### config.mk
export PLATFORM = sky130hd
export DESIGN_NAME = hps_reset_pulse_sequencer
export DESIGN_NICKNAME = d
export VERILOG_FILES = /design/src/rtl/hps_reset_pulse_sequencer.sv
export SDC_FILE = /design/constraint.sdc
export NUM_CORES = 1
export LEC_CHECK = 0
export ABC_AREA = 1
export BUFFER_PORTS_ARGS = -buffer_cell sky130_fd_sc_hd__clkbuf_2
export CAP_MARGIN = 20
export CORE_ASPECT_RATIO = 1.75
export CORE_UTILIZATION = 25
export CTS_BUF_LIST = sky130_fd_sc_hd__clkbuf_2 sky130_fd_sc_hd__clkbuf_4 sky130_fd_sc_hd__clkbuf_8
export CTS_CLUSTER_SIZE = 24
export DETAILED_ROUTE_END_ITERATION = 8
export SYNTH_ARGS = -nofsm -noshare
export SYNTH_HDL_FRONTEND = slang
export SYNTH_SLANG_ARGS = --single-unit
### constraint.sdc
create_clock -name clk -period 3.4 [get_ports clk]
set_input_delay 0.34 -clock clk [delete_from_list [all_inputs] [get_ports clk]]
set_output_delay 0.34 -clock clk [all_outputs]
set_load 0.05 [all_outputs]
### src/rtl/hps_reset_pulse_sequencer.sv
// Multi-channel reset-request sequencer: edge-detect, queue, then emit one stretched pulse at a time.
// Optional HPS_RSTSEQ_IGNORE_RST_WHILE_BUSY_EN lets an active pulse finish through a reset.
module hps_reset_pulse_sequencer #(
  parameter int                       NUM_CH        = 3,
  parameter int                       CNT_W         = 8,
  parameter logic [NUM_CH*CNT_W-1:0]  PULSE_EXT_VEC = {8'd32, 8'd2, 8'd6},
  parameter bit                       EDGE_TYPE     = 1'b1,
  parameter int                       HOLDOFF       = 16
) (
  input  logic              clk,
  input  logic              rst,
  input  logic [NUM_CH-1:0] req_in,
  input  logic              clr_overflow,
  output logic [NUM_CH-1:0] pulse_out,
  output logic [NUM_CH-1:0] pending,
  output logic [NUM_CH-1:0] overflow,
  output logic              busy
);

  typedef enum logic [1:0] {IDLE, PULSE, HOLD} state_t;

  localparam logic [NUM_CH-1:0] SYNC_INIT = EDGE_TYPE ? {NUM_CH{1'b0}} : {NUM_CH{1'b1}};

  state_t            state;
  logic [CNT_W-1:0]  cnt;
  logic [NUM_CH-1:0] s1, s2, prev;
  logic [1:0]        arm_cnt;
  logic              armed;
  logic [NUM_CH-1:0] edge_det;
  logic [NUM_CH-1:0] grant_sel;
  logic              fsm_rst;

  function automatic logic [NUM_CH-1:0] lowest_set(input logic [NUM_CH-1:0] v);
    logic [NUM_CH-1:0] r;
    r = '0;
    for (int i = NUM_CH - 1; i >= 0; i--) begin
      if (v[i]) begin
        r    = '0;
        r[i] = 1'b1;
      end
    end
    return r;
  endfunction

  // A programmed length of 0 still yields a one-cycle pulse.
  function automatic logic [CNT_W-1:0] pulse_len(input logic [NUM_CH-1:0] sel);
    logic [CNT_W-1:0] len;
    len = '0;
    for (int i = 0; i < NUM_CH; i++) begin
      if (sel[i]) len = PULSE_EXT_VEC[i*CNT_W +: CNT_W];
    end
    return (len == '0) ? CNT_W'(1) : len;
  endfunction

`ifdef HPS_RSTSEQ_IGNORE_RST_WHILE_BUSY_EN
  logic rst_defer;

  // Remember a reset seen mid-pulse and apply it once the pulse has ended.
  always_ff @(posedge clk) begin
    if (state == PULSE) rst_defer <= rst_defer | rst;
    else                rst_defer <= 1'b0;
  end

  assign fsm_rst = (rst | rst_defer) & (state != PULSE);
`else
  assign fsm_rst = rst;
`endif

  always_ff @(posedge clk) begin
    if (rst) begin
      s1   <= SYNC_INIT;
      s2   <= SYNC_INIT;
      prev <= SYNC_INIT;
    end else begin
      s1   <= req_in;
      s2   <= s1;
      prev <= s2;
    end
  end

  always_ff @(posedge clk) begin
    if (rst)         arm_cnt <= 2'd0;
    else if (!armed) arm_cnt <= arm_cnt + 2'd1;
  end

  assign armed     = (arm_cnt == 2'd3);
  assign edge_det  = !armed ? '0 : (EDGE_TYPE ? (s2 & ~prev) : (~s2 & prev));
  assign grant_sel = (!fsm_rst && state == IDLE) ? lowest_set(pending) : '0;

  // A fresh edge on the channel being granted re-queues it rather than counting as overflow.
  always_ff @(posedge clk) begin
    if (rst) begin
      pending  <= '0;
      overflow <= '0;
    end else begin
      pending  <= (pending & ~grant_sel) | edge_det;
      overflow <= (clr_overflow ? '0 : overflow) | (edge_det & pending & ~grant_sel);
    end
  end

  always_ff @(posedge clk) begin
    if (fsm_rst) begin
      state     <= IDLE;
      cnt       <= '0;
      pulse_out <= '0;
      busy      <= 1'b0;
    end else begin
      case (state)
        IDLE: begin
          if (|grant_sel) begin
            state     <= PULSE;
            cnt       <= pulse_len(grant_sel);
            pulse_out <= grant_sel;
            busy      <= 1'b1;
          end
        end
        PULSE: begin
          if (cnt == CNT_W'(1)) begin
            pulse_out <= '0;
            if (HOLDOFF == 0) begin
              state <= IDLE;
              cnt   <= '0;
              busy  <= 1'b0;
            end else begin
              state <= HOLD;
              cnt   <= CNT_W'(HOLDOFF);
            end
          end else begin
            cnt <= cnt - CNT_W'(1);
          end
        end
        HOLD: begin
          if (cnt == CNT_W'(1)) begin
            state <= IDLE;
            cnt   <= '0;
            busy  <= 1'b0;
          end else begin
            cnt <= cnt - CNT_W'(1);
          end
        end
        default: begin
          state     <= IDLE;
          cnt       <= '0;
          pulse_out <= '0;
          busy      <= 1'b0;
        end
      endcase
    end
  end

endmodule

==> results by stage <==
Run status:
- The flow ran to the end, and the final reports show no timing, DRC or antenna violations.

Cells and area:
- The area growth from synthesis to layout is 16.7%.
- The repair_antennas step left the layout with diodes totalling 0.
- The share of the core filled with cells is 30.6%.
- The count of filler cells inserted in the layout is 576.
- The storage element area is 621 um2.
- The post-route netlist has 16.4% of its cells at a drive strength greater than 1.
- The finished cells cover 0.00162 mm2.
- The multi-input combinational cells in the finished layout cover a total of 627 um2.
- The final layout net count is 222.

Yosys:
- The synthesized design spends more area on one cell type than any other, namely dfxtp_1.
- For this run, asynchronously set or reset flops after synthesis account for 0%.
- The synthesized design contains 31 register bits.
- The number of standard cells after synthesis is 195.
- The Yosys step of the flow raised 0 warnings.
- Synthesis produced a netlist with a net count of 204.
- Sequential elements use 44.6% of the synthesized area.
- The share of the synthesized area in the top cell type is 44.6%.
- The per-instance average area after synthesis is 7.14 um2.
- By count the netlist is led by 41 x nand2_1, 41 x nor2_1, 31 x dfxtp_1, 31 x inv_1, 11 x nand3_1.
- The most used flip-flop cell after synthesis is dfxtp_1.
- After synthesis, the netlist uses 24 different library cells.
- The number of flops mapped to enable cells by yosys is 0.
- By area the synthesized netlist is led by dfxtp_1 45%, nand2_1 11%, nor2_1 11%.
- The mapped netlist covers 0.00139 mm2.

Route:
- The routed wirelength normalized by instance count is 10.1 um.
- The first TritonRoute pass finished after 4 iterations.
- After the first detailed-routing iteration, the DRC count stood at 25.
- Detailed routing inserted a total of 1,191 vias.
- The average vias per placed instance is 4.14.
- The number of antenna-violating nets in the routed design is 0.
- The number of remaining DRC errors is 0.
- Wires add up to 2.90 mm.

Clocking:
- Once the clock tree was built, the resizer swapped 0 gates to a different size.
- The clock passes through at most 2 buffers.
- The number of levels the H-tree was split into is 2.
- After clock tree synthesis, the flow added hold-fix buffers numbering 0.
- The number of buffers created by CTS is 5.
- Counting every sink on the clock net gives 31.
- The CTS tree is built.
- At the later pin of the worst-skew pair, clock insertion delay measures 0.28 ns.
- The clock slew seen by the registers of the worst setup and hold paths is 0.06 ns.
- Once the clock tree was built, the setup fixing pass inserted 0 buffers.
- The cell sitting at the root of the clock tree is a clkbuf_8.

Setup path:
- The most frequent cell on the critical path is inv_1.
- The data arrival time of the critical path is 1.80 ns.
- The critical path goes through clkbuf_2 > inv_1 > o21ai_1 > nand3_4 > inv_1 > nand2_1 > nand3_1 > nand2_1 > inv_1.
- On the critical path, the stage with the largest delay is an instance of clkbuf_2.
- STA classifies the critical path endpoint as a flip-flop.
- By startpoint and endpoint, the worst setup path is classified as input pin to flip-flop.
- Counting both buffers and inverters, the worst setup path holds a total of 4.
- The startpoint type of the worst setup path is an input pin.
- Among cell families on the critical path, the largest total delay comes from buffers and inverters.
- The worst-path maximum fanout is 22.
- For flop-to-flop paths, the worst setup slack is 1.96 ns.
- For the worst flop-to-flop path, the logic depth is 9.
- The largest single stage delay on the critical path is 0.36 ns.
- Data on the critical path is required at its endpoint by 3.63 ns.
- In this run the number of cells on the critical path is 9.

Timing:
- The final-report max-slew violation count is 0.
- The achievable frequency is 637 MHz.
- The tightest hold margin is 0.247 ns.
- The post-route clock skew is 0.00686 ns.
- Adding up every negative setup slack in the final design gives 0 ns.
- The final count of hold timing violations is 0.
- In this run the tightest slew margin relative to its limit is 71.2%.
- At the pin with the least slew margin, the transition time is 0.429 ns.
- The share of the cycle needed by the critical path after routing is 46.2%.
- Setup violations remaining at the end of the flow were counted as 0.
- Setup repair after global routing left no endpoint under its margin.
- The final period demand of the worst path is 1.57 ns.
- In the post-route analysis, the smallest setup slack over all paths is 1.83 ns.

Placement:
- The placement-stage worst setup slack is 1.50 ns.
- At the end of routability-driven placement, the weighted congestion stood at 0.887.
- The detailed placement HPWL is 2.31 mm.
- The count of buffers from port buffering is 15.
- Summing all placed instances gives a cell area of 0.00154 mm2.

Die:
- The number of rows created at floorplan is 35.
- The standard cell core area is 0.00530 mm2.
- The total die area is 0.00588 mm2.
- The initial utilization of the core area, before any placement, comes to 26.3%.
- 16 I/O pins were placed.
- The floorplan step set the die width to 58.4 um.
- The die height is 101 um.

Global routing:
- Global routing used 11.1% of the available tracks.
- The initial antenna violation count is 0.
- The global-route wire length before repair is 4.84 mm.
- Global routing finished with a remaining overflow of 0.
- Entering global routing, the biggest net connects 23 pins.
- The via count of the first global-routing pass is 1,211.

Pwr:
- The leakage power is 0.780 nW.
- The worst-case IR drop observed on VDD is 367 uV.
- Power spread over the standard cell area amounts to 711 mW/mm2.

Hold path:
- The path class of the tightest hold or removal check is input pin to flip-flop.
- The worst hold path was traced through 3 stages.

Job:
- Max-cap violations in this run came to 0.
## registers in the layout, indices dropped and copies added, names as in the netlist
register	count
cnt	8
overflow	3
pending	3
prev	3
pulse_out	3
s1	3
s2	3
arm_cnt	2
state	2
busy	1
## cells in the final DEF (no fill, tap or decap), drive strengths merged
cell | Yosys | layout
nor2 | 45 | 45
nand2 | 43 | 43
inv | 32 | 32
dfxtp | 31 | 31
clkbuf | 2 | 22
nand3 | 13 | 13
a21oi | 10 | 10
o21ai | 7 | 7
nor3 | 5 | 5
ha | 3 | 3
xor2 | 2 | 2
clkinv | 0 | 1
## worst paths after layout
path / start / end
min reg2reg: s1[0] / s2[0]
max: rst / cnt[5]
max reg2reg: cnt[1] / busy
min: req_in[0] / s1[0]
## through the flow
stage	std cells	total power, mW
floorplan	195	0.792
global placement	280	0.875
detailed placement	280	0.879
CTS	288	1.17
global route	288	1.24
finish	288	1.16
## cell type report
class	instances	area share, %
flip-flops and latches	31	38.2
inverters	32	7.40
well taps	74	5.70
clock inverters	1	0.308
multi-input cells	128	38.6
repair buffers	15	4.62
clock buffers	7	5.16
## power by group
group / total (mW) / leakage (nW) / internal (mW) / switching [mW]
logic: 0.404 / 0.478 / 0.124 / 0.280
clock network: 0.289 / 0.0491 / 0.159 / 0.130
registers: 0.463 / 0.253 / 0.419 / 0.0436
total: 1.16 / 0.780 / 0.702 / 0.453
## cells by family after synthesis
logic type	Yosys count	share of synthesized area, %
AOI/OAI and AO/OA	17	7.46
xor gates and xnor gates	2	1.26
adders and majority gates	3	2.70
buffers and inverters	36	10.3
DFF	31	44.6
and+or+nand+nor	106	33.6
## worst register-to-register path, cell delays in order (launching register included)
cell     delay, ns
dfxtp_1       0.31
inv_1         0.09
ha_1          0.14
nand2_1       0.11
nor2_4        0.20
nor2_1        0.08
nor2_1        0.17
nand2_1       0.07
nand3_1       0.07
nand2_1       0.08
## per-layer routing
layer  vias up  global-route usage (%)  wire (um)
li1        626                       -          -
met1       530                    8.51        953
met2        21                    22.1       1690
met3        14                    2.31         81
met4         0                    8.79        168
met5         -                       0          0
(Power assumes the default switching activity.)
